**src/rtl/ysyx_24090018_pkg.sv**
```systemverilog
// ---------------------------------------------------------------------------
// ysyx_24090018_pkg
// Shared constants and types for the writeback unit.
//   ADDR_WIDTH : register address width (RV32E uses only the low 4 bits)
//   DATA_WIDTH : register data width
//   NREG       : number of architectural registers tracked by the scoreboard
//   src_e      : writeback source encoding, used by the round-robin arbiter
// ---------------------------------------------------------------------------
package ysyx_24090018_pkg;

    localparam int ADDR_WIDTH = 5;
    localparam int DATA_WIDTH = 32;
    localparam int NREG       = 16;

    typedef enum logic {
        SRC_LSU = 1'b0,
        SRC_EXU = 1'b1
    } src_e;

endpackage

```
**src/rtl/ysyx_24090018_wb_arb.sv**
```systemverilog
// ---------------------------------------------------------------------------
// ysyx_24090018_wb_arb
// Two-way round-robin arbiter between the LSU and EXU result channels.
// Grants are combinational in the valids and the last-granted flag, so a
// grant doubles as the handshake (a source is never granted while idle).
//   clk, rst_n          : clock, synchronous active-low reset
//   lsu_valid_i         : LSU requests writeback
//   exu_valid_i         : EXU requests writeback
//   lsu_gnt_o/exu_gnt_o : one-hot grant (both low when nobody is valid)
// ---------------------------------------------------------------------------
module ysyx_24090018_wb_arb
    import ysyx_24090018_pkg::*;
(
    input  logic clk,
    input  logic rst_n,
    input  logic lsu_valid_i,
    input  logic exu_valid_i,
    output logic lsu_gnt_o,
    output logic exu_gnt_o
);

    // Source that won the most recent grant. Resetting to EXU makes the
    // LSU the winner of the first tie.
    src_e last_q;
    src_e last_d;

    always_comb begin
        lsu_gnt_o = lsu_valid_i && (!exu_valid_i || (last_q == SRC_EXU));
        exu_gnt_o = exu_valid_i && !lsu_gnt_o;

        last_d = last_q;
        if (lsu_gnt_o) begin
            last_d = SRC_LSU;
        end else if (exu_gnt_o) begin
            last_d = SRC_EXU;
        end
    end

    always_ff @(posedge clk) begin
        if (!rst_n) begin
            last_q <= SRC_EXU;
        end else begin
            last_q <= last_d;
        end
    end

endmodule

```
**src/rtl/ysyx_24090018_wbu.sv**
```systemverilog
// ---------------------------------------------------------------------------
// ysyx_24090018_wbu
// Writeback unit: accepts EXU/LSU results through a round-robin arbiter,
// registers the winner into the register-file write port, and keeps a
// per-register busy scoreboard that the IDU uses to stall on RAW/WAW.
//   clk, rst_n                  : clock, synchronous active-low reset
//   iss_valid_i/iss_wen_i       : instruction being issued, writes rd
//   iss_rd_i/iss_rs1_i/iss_rs2_i: its destination and sources
//   hazard_o                    : issue must stall this cycle (combinational)
//   exu_valid_i/rd/data, exu_ready_o : EXU result channel
//   lsu_valid_i/rd/data, lsu_ready_o : LSU result channel
//   wen_o/waddr_o/wdata_o       : register file write port (one cycle after
//                                 the handshake)
//   busy_o                      : scoreboard contents
// ---------------------------------------------------------------------------
module ysyx_24090018_wbu
    import ysyx_24090018_pkg::*;
(
    input  logic                  clk,
    input  logic                  rst_n,
    input  logic                  iss_valid_i,
    input  logic                  iss_wen_i,
    input  logic [ADDR_WIDTH-1:0] iss_rd_i,
    input  logic [ADDR_WIDTH-1:0] iss_rs1_i,
    input  logic [ADDR_WIDTH-1:0] iss_rs2_i,
    output logic                  hazard_o,
    input  logic                  exu_valid_i,
    input  logic [ADDR_WIDTH-1:0] exu_rd_i,
    input  logic [DATA_WIDTH-1:0] exu_data_i,
    output logic                  exu_ready_o,
    input  logic                  lsu_valid_i,
    input  logic [ADDR_WIDTH-1:0] lsu_rd_i,
    input  logic [DATA_WIDTH-1:0] lsu_data_i,
    output logic                  lsu_ready_o,
    output logic                  wen_o,
    output logic [ADDR_WIDTH-1:0] waddr_o,
    output logic [DATA_WIDTH-1:0] wdata_o,
    output logic [NREG-1:0]       busy_o
);

    localparam int IDX_W = $clog2(NREG);

    // ---------------- arbitration ----------------
    logic lsu_gnt;
    logic exu_gnt;
    logic hs;

    ysyx_24090018_wb_arb u_arb (
        .clk         (clk),
        .rst_n       (rst_n),
        .lsu_valid_i (lsu_valid_i),
        .exu_valid_i (exu_valid_i),
        .lsu_gnt_o   (lsu_gnt),
        .exu_gnt_o   (exu_gnt)
    );

    assign lsu_ready_o = lsu_gnt;
    assign exu_ready_o = exu_gnt;
    assign hs          = lsu_gnt || exu_gnt;

    // ---------------- output stage ----------------
    logic                  wen_q,   wen_d;
    logic [ADDR_WIDTH-1:0] waddr_q, waddr_d;
    logic [DATA_WIDTH-1:0] wdata_q, wdata_d;
    logic [ADDR_WIDTH-1:0] sel_rd;
    logic [DATA_WIDTH-1:0] sel_data;

    always_comb begin
        sel_rd   = exu_gnt ? exu_rd_i   : lsu_rd_i;
        sel_data = exu_gnt ? exu_data_i : lsu_data_i;

        // Address/data track every accepted result, even x0 writes, so the
        // port shows the last thing retired; only the enable filters x0.
        wen_d   = hs && (sel_rd[IDX_W-1:0] != '0);
        waddr_d = hs ? sel_rd   : waddr_q;
        wdata_d = hs ? sel_data : wdata_q;
    end

    always_ff @(posedge clk) begin
        if (!rst_n) begin
            wen_q   <= 1'b0;
            waddr_q <= '0;
            wdata_q <= '0;
        end else begin
            wen_q   <= wen_d;
            waddr_q <= waddr_d;
            wdata_q <= wdata_d;
        end
    end

    assign wen_o   = wen_q;
    assign waddr_o = waddr_q;
    assign wdata_o = wdata_q;

    // ---------------- scoreboard ----------------
    logic [NREG-1:0] busy_q;
    logic [NREG-1:0] busy_d;
    logic            issue_set;

    // No bypass: a source reads as ready only once its busy bit has cleared,
    // which happens at the same edge the register file is written.
    assign hazard_o = iss_valid_i &&
                      (busy_q[iss_rs1_i[IDX_W-1:0]] ||
                       busy_q[iss_rs2_i[IDX_W-1:0]] ||
                       (iss_wen_i && busy_q[iss_rd_i[IDX_W-1:0]]));

    assign issue_set = iss_valid_i && iss_wen_i && !hazard_o &&
                       (iss_rd_i[IDX_W-1:0] != '0);

    genvar gi;
    generate
        for (gi = 0; gi < NREG; gi++) begin : g_busy
            if (gi == 0) begin : g_zero
                assign busy_d[gi] = 1'b0;
            end else begin : g_bit
                logic set_hit;
                logic clr_hit;
                assign set_hit = issue_set && (iss_rd_i[IDX_W-1:0] == IDX_W'(gi));
                assign clr_hit = wen_q && (waddr_q[IDX_W-1:0] == IDX_W'(gi));
                // A coincident set beats the clear.
                assign busy_d[gi] = set_hit || (busy_q[gi] && !clr_hit);
            end
        end
    endgenerate

    always_ff @(posedge clk) begin
        if (!rst_n) begin
            busy_q <= '0;
        end else begin
            busy_q <= busy_d;
        end
    end

    assign busy_o = busy_q;

    // Upper address bits alias onto the low IDX_W bits for scoreboard lookup.
    logic unused_addr_hi;
    assign unused_addr_hi = ^{iss_rd_i[ADDR_WIDTH-1:IDX_W],
                              iss_rs1_i[ADDR_WIDTH-1:IDX_W],
                              iss_rs2_i[ADDR_WIDTH-1:IDX_W]};

endmodule

```
**config.mk**
```make
export PLATFORM = sky130hd
export DESIGN_NAME = ysyx_24090018_wbu
export DESIGN_NICKNAME = d
export VERILOG_FILES = /design/src/rtl/ysyx_24090018_pkg.sv /design/src/rtl/ysyx_24090018_wb_arb.sv /design/src/rtl/ysyx_24090018_wbu.sv
export SDC_FILE = /design/constraint.sdc
export NUM_CORES = 1
export LEC_CHECK = 0
export CAP_MARGIN = 30
export CORE_MARGIN = 3
export CORE_UTILIZATION = 45
export CTS_BUF_LIST = sky130_fd_sc_hd__clkbuf_4 sky130_fd_sc_hd__clkbuf_8
export DETAILED_ROUTE_END_ITERATION = 8
export PLACE_DENSITY = 0.88
export SYNTH_ARGS = -nofsm -noshare
export SYNTH_HDL_FRONTEND = slang
export SYNTH_SLANG_ARGS = --single-unit
```
**constraint.sdc**
```tcl
create_clock -name clk -period 3.4 [get_ports clk]
set_clock_uncertainty 0.05 [all_clocks]
set_input_delay 0.51 -clock clk [delete_from_list [all_inputs] [get_ports clk]]
set_output_delay 0.51 -clock clk [all_outputs]
set_load 0.01 [all_outputs]
```
==> results of run 1 <==
[report_power, final]
| part | leakage (nW) | internal (W) | switching (W) |
|---|---|---|---|
| clock network | 0.0444 | 0.000143 | 0.000206 |
| logic | 1.64 | 0.000248 | 0.000175 |
| registers | 0.446 | 0.000673 | 0.0000287 |
| total | 2.13 | 0.00106 | 0.000410 |
[how the worst max path moves through the flow]
stage                       from  endpoint  slack [ns]  cells past startpoint
floorplan           iss_rs1_i[1]  hazard_o        0.76                      7
global placement     iss_rd_i[1]  hazard_o        0.05                      8
detailed placement   iss_rd_i[1]  hazard_o        0.06                      8
CTS                  iss_rd_i[1]  hazard_o        0.04                      8
global route         iss_rd_i[1]  hazard_o        0.26                      8
finish               iss_rd_i[1]  hazard_o        0.36                      8
[worst max-delay path: stages]
cell and delay (ns):
clkdlybuf4s50_1 0.51, buf_12 0.15, mux2_4 0.30, a22oi_2 0.17
nand3_1 0.09, a311o_2 0.40, o21a_1 0.18, dlymetal6s2s_1 0.17
[cell families (layout without fill, tap and decap cells)]
kind of cell	after synthesis	in the layout
simple gates	89	89
compound gates	78	78
mux	57	57
flops	54	54
buf+inv	30	171
other cells	1	1
[layer usage]
metal	vias up	track usage	part of all wire
met1	1400	0.262	0.38
met3	17	0.108	0.10
met2	140	0.427	0.50
li1	1451	-	-
met4	0	0.0690	0.017
met5	-	0	0
[state kept, by name, indices dropped and copies added (netlist names)]
name,count
wdata_o,32
busy_o,15
waddr_o,5
u_arb.last_q,1
wen_o,1
[cell usage in the layout, fill, tap and decap left out, types with 2 or more instances in the layout]
| cell | n |
|---|---|
| clkdlybuf4s50_1 | 144 |
| dfxtp_1 | 54 |
| mux2i_1 | 47 |
| nand2_1 | 47 |
| o211a_1 | 37 |
| buf_4 | 13 |
| nand3_1 | 12 |
| o211ai_1 | 12 |
| o31ai_2 | 8 |
| nor2_1 | 7 |
| nand2b_1 | 6 |
| o41ai_1 | 5 |
| clkbuf_8 | 5 |
| mux4_2 | 4 |
| mux2_2 | 4 |
| o31ai_1 | 4 |
| inv_1 | 3 |
| a311oi_1 | 3 |
| o311ai_0 | 3 |
| and2b_2 | 2 |
| nor2b_1 | 2 |
| nand4_1 | 2 |
| nand3b_1 | 2 |
| buf_2 | 2 |
[area by class of cell]
cell class	instances	area, um2
clock buffers	5	68.8
clock inverters	2	13.8
fillers	483	1810
inverters	3	11.3
multi-input cells	225	1830
flip-flops and latches	54	1080
well taps	77	96.3
repair buffers	161	1580
[per-stage QoR]
stage	utilization	hold WS, ns	setup slack, ns
finish	0.721	0.444	0.357
global route	0.721	0.447	0.261
CTS	0.721	0.438	0.0426
detailed placement	0.708	0.433	0.0566
global placement	0.708	0.403	0.0526
floorplan	-	0.390	0.759
==> impl_results.md, run 1 <==
* Status: finished clean
* # Post-CTS Setup Buffers at 0
* Worst R2R Path Depth at 6
* Asr flop ratio synth at 0
* Final nets at 545
* Leakage at 2.13 nW
* Diodes inserted at 0
* Cell Count, Final, Fillers Out at roughly 530
* Pwr Density at 315 nW/um2
* Tot GR Track Use at 0.242
* Pin count of the biggest net entering global routing at 57
* Syn. warnings at 0
* Crit path launch type: input pin
* Reg-to-reg endpoint: busy_o[13]
* Area Growth Syn to Fin at 51.1%
* R2r setup slk at 1.22 ns
* Post-detailed-placement half-perimeter wirelength at roughly 7.5 mm
* Number of global-route vias before repair at 3000
* Die Area at between 7000 and 8000 um2
* Post-synthesis mux area share at 0.209
* Mapped cell area at 3100 um2
* Synth Register Bits at 54
* # resized after CTS at 0
* # DRC at 0
* Die X at 89.0 um
* Rows at 29
* Vias at approximately 3000
* Clock buffer depth at 2
* Post-Route WL at between 9 and 10 mm
* Hold depth at 3
* Routed Antenna Nets at 0
* Worst skew pair latency at 0.30 ns
* Max Slew Vio Count at 0
* Drt wl/cell at 18.5 um
* Fmax achieved at 329 MHz
* Initial drt markers at 128
* Initial Util at 0.477
* Remaining Overflow, GRT at 0
* Setup TNS at 0 ns
* Distinct cells, synth at 44
* Top Ports at between 150 and 200
* CTS Sinks at 54
* Sequential share of the synthesized area at 0.349
* Count of input and output buffers at 147
* Core Box Area at 6490 um2
* Hold_sp: exu_valid_i
* Max VDD drop at 0.306 mV
* Synth area leaders: dfxtp_1 (35%), mux2i_1 (15%), o211a_1 (12%), nand2_1 (5.8%), o31ai_2 (3.2%)
* Most instantiated library cell after synthesis: dfxtp_1
* Post-synth EDFFs at 0
* Top cell type's share of synthesized area at 0.349
* Post-synth top cells: dfxtp_1 (54), nand2_1 (48), mux2i_1 (47)
* Worst-margin pin slew at 0.650 ns
* Critical Path AT at 2.48 ns
* Minimum clock period at slightly above 3 ns
* Worst path required time at roughly 2.8 ns
* Compound-Gate Fraction of Synth Area at 0.243
* CTS root buffer: clkbuf_8
* CP endpoint kind: output pin
* Max-slew headroom at 0.567
* Worst-path clk slew at approximately 0.080 ns
* Cell total after placement at 520
* Post-synthesis cell count at 309
* Worst r2r src: busy_o[14]
* Final worst path period share at 0.895
* WHS Endpoint: u_arb.last_q
* Dominant synthesized flop cell: dfxtp_1
* H-tree lvl count at 2
* Adder-cell share of the synthesized area at 0
* Chip height at 89.0 um
* Syn Nets at 404
* Final setup fails at 0
* Largest family of logic cells by synthesized area: compound AO/OA/AOI/OAI gates
* Hold Violations, Final at 0
* RSZ-0062 raised after global routing: no
* First-pass GRT wire length at ~15 mm
* Max cap viols at 0
* Vias per inst at around 5.7
* Worst setup path category: input pin to output pin
* Overall power at roughly 0.0015 W
* Simple-gate share of the synthesized area at 0.134
* Hold Crit Class: input pin to flip-flop
* Initial antenna violation count at 0
* Post-Synth XOR/XNOR Area at 0
* Post-route cell area at between 4000 and 5000 um2
* CTS tree: yes
* CTS Hold Bufs at 0
* Drt first pass iters at 4
* Crit path max fanout at 13
* GPL Wtd Cong at 0.993
* Inserted Clock Buffers at 5
* Post-synth top area cell: dfxtp_1
* Layout cell share with drive strength beyond 1 at 0.111
* Avg Cell Area, Syn at 10.0 um2
* Post-DP Area at 4600 um2
Power figures use the tool's default switching activity.
==> run 2, diff against run 1 <==
--- a/config.mk
+++ b/config.mk
@@ -10,6 +10,7 @@
 export CORE_UTILIZATION = 45
 export CTS_BUF_LIST = sky130_fd_sc_hd__clkbuf_4 sky130_fd_sc_hd__clkbuf_8
 export DETAILED_ROUTE_END_ITERATION = 8
+export GPL_TIMING_DRIVEN = 0
 export PLACE_DENSITY = 0.88
 export SYNTH_ARGS = -nofsm -noshare
 export SYNTH_HDL_FRONTEND = slang
==> run 2 against run 1 <==
Against the previous run: power is 1.9% higher; count of clock-buffer cells in the layout is 1 higher; die area stayed put; critical path type unchanged; largest power group unchanged.
==> impl_results.md, run 2 (synthesis gave the netlist of run 1 again) <==
* Tot GR Track Use at 0.257 (was 0.242)
* CTS Sinks at 54 (unchanged)
* Crit path max fanout at 10 (was 13)
* Most common cell after layout, fill and taps aside: clkdlybuf4s50_1 (unchanged)
* Worst setup path category: input pin to output pin (unchanged)
* Count of input and output buffers at 144 (was 147)
* Worst hold slack at 0.443 ns (was 0.444 ns)
* Final setup fails at 0 (unchanged)
* Worst-margin pin slew at 0.729 ns (was 0.650 ns)
* Final worst path period share at 0.910 (was 0.895)
* Max VDD drop at 0.225 mV (was 0.306 mV)
* First-pass GRT wire length at 15.9 mm (was 15.0 mm)
* Diodes inserted at 0 (unchanged)
* Worst r2r src: busy_o[9] (was busy_o[14])
* Fillers at 459 (was 483)
* CP top delay family: buffers and inverters (unchanged)
* Fmax achieved at 323 MHz (was 329 MHz)
* Post-route cell area at 4810 um2 (was 4680 um2)
* CTS root buffer: clkbuf_8 (unchanged)
* Crit path buf inv count at 4 (was 3)
* Worst-path clk slew at 0.10 ns (was 0.08 ns)
* Crit-path cells: clkdlybuf4s50_1 -> nand2_1 -> clkbuf_1 -> clkbuf_2 -> and2_1 -> clkdlybuf4s50_1 (was clkdlybuf4s50_1 -> buf_12 -> mux2_4 -> a22oi_2 -> nand3_1 -> a311o_2 -> o21a_1 -> dlymetal6s2s_1)
* Max reg flops at 32 (unchanged)
* Max Slew Vio Count at 0 (unchanged)
* Core Box Area at 6490 um2 (unchanged)
* Hold Violations, Final at 0 (unchanged)
* RSZ-0062 raised after global routing: no (unchanged)
* Minimum clock period at 3.09 ns (was 3.04 ns)
* Crit path launch: lsu_valid_i (was iss_rd_i[1])
* R2r setup slk at 1.21 ns (was 1.22 ns)
* Remaining Overflow, GRT at 0 (unchanged)
* Top Ports at 152 (unchanged)
* Worst R2R Path Depth at 7 (was 6)
* Pin count of the biggest net entering global routing at 16 (was 57)
* Critical Path AT at 2.53 ns (was 2.48 ns)
* Number of global-route vias before repair at 3252 (was 3000)
* Drt wl/cell at 18.8 um (was 18.5 um)
* Rows at 29 (unchanged)
* Clock buffer depth at 2 (unchanged)
* Routed Antenna Nets at 0 (unchanged)
* Most frequent CP cell: clkdlybuf4s50_1
* Post-DP Area at 4640 um2 (was 4600 um2)
* WHS Endpoint: u_arb.last_q (unchanged)
* Die Area at 7920 um2 (unchanged)
* Final Util at 0.740 (was 0.721)
* Drt first pass iters at 4 (unchanged)
* CTS Hold Bufs at 0 (unchanged)
* Hold_sp: u_arb.last_q (was exu_valid_i)
* Initial drt markers at 251 (was 128)
* Max stage delay cell, worst path: clkdlybuf4s50_1 (unchanged)
* Leakage at 2.18 nW (was 2.13 nW)
* Area Growth Syn to Fin at 55.0% (was 51.1%)
* Chip height at 89.0 um (unchanged)
* Overall power at 0.00150 W (was 0.00147 W)
* Die X at 89.0 um (unchanged)
* Crit path launch type: input pin (unchanged)
* Max cap viols at 0 (unchanged)
* Status: finished clean (unchanged)
* Worst skew pair latency at 0.31 ns (was 0.30 ns)
* Layout cell share with drive strength beyond 1 at 0.120 (was 0.111)
* Final nets at 562 (was 545)
* Initial antenna violation count at 0 (unchanged)
* Max-slew headroom at 0.514 (was 0.567)
* # DRC at 0 (unchanged)
* Initial Util at 0.477 (unchanged)
* Vias per inst at 5.76 (was 5.71)
* Pwr Density at 313 nW/um2 (was 315 nW/um2)
* Post-detailed-placement half-perimeter wirelength at 7.96 mm (was 7.53 mm)
* Hold Crit Class: flip-flop to flip-flop (was input pin to flip-flop)
* Worst path required time at 2.84 ns (about the same)
* Post-Route WL at 10.2 mm (was 9.73 mm)
* Most frequent cells in the layout: clkdlybuf4s50_1 (139), dfxtp_1 (54), nand2_1 (48), mux2i_1 (47), o211a_1 (37) (was clkdlybuf4s50_1 (144), dfxtp_1 (54), mux2i_1 (47), nand2_1 (47), o211a_1 (37))
* Largest stage delay, worst path at 0.56 ns (was 0.51 ns)
* Hold depth at 2 (was 3)
* Reg-to-reg endpoint: busy_o[13] (unchanged)
* CTS tree: yes (unchanged)
* CP endpoint kind: output pin (unchanged)
* Vias at 3131 (was 3008)
* Inserted Clock Buffers at 5 (unchanged)
* H-tree lvl count at 2 (unchanged)
* GPL Wtd Cong at 0.937 (was 0.993)
[run 2: layout make-up]
class / count / area (um2) / share of cell area
clock buffer: 6 / 76.3 / 0.0159
sequential: 54 / 1080 / 0.225
clock inverter: 1 / 7.51 / 0.00156
tap: 77 / 96.3 / 0.0200
buffer: 27 / 191 / 0.0398
inverter: 3 / 11.3 / 0.00234
timing repair buffer: 151 / 1490 / 0.311
multi-input combinational: 225 / 1850 / 0.385
[run 2: power by group]
group	internal, W	switching [W]	total, W
logic	0.000258	0.000186	0.000444
registers	0.000673	0.0000286	0.000702
clock network	0.000150	0.000206	0.000356
total	0.00108	0.000421	0.00150
[run 2: tightest hold or removal path, cell delays in order, from the launching register on]
cell	delay (ns)
dfxtp_1	0.35
nand2b_1	0.05
nand3_1	0.07
[run 2: stage by stage]
stage          instances  setup TNS, ns  setup WS, ns
4_1_cts              537              0        0.0105
3_3_place_gp         530         -0.428        -0.428
5_1_grt              544              0         0.125
3_5_place_dp         530         -0.398        -0.398
6_report             544              0         0.305
2_1_floorplan        309              0         0.759
[run 2: metal layers]
| layer | vias to the layer above | share of wire | track usage |
|---|---|---|---|
| met5 | - | 0 | 0 |
| met4 | 0 | 0.031 | 0.0907 |
| met3 | 27 | 0.10 | 0.0995 |
| met2 | 161 | 0.49 | 0.438 |
| met1 | 1460 | 0.38 | 0.295 |
| li1 | 1483 | - | - |
[run 2: how the worst max path moves through the flow]
stage,endpoint,cells after the start
after floorplan,hazard_o,7
after global placement,hazard_o,7
after detailed placement,hazard_o,7
after CTS,hazard_o,8
after global routing,exu_ready_o,6
final,exu_ready_o,6
[run 2: what timing repair did]
item | 4_1_cts | 5_1_grt
endpoints found under the setup margin | 1 | 2
gates resized for setup | 10 | 4
buffers inserted | 0 | 7
pin swaps | 0 | 2
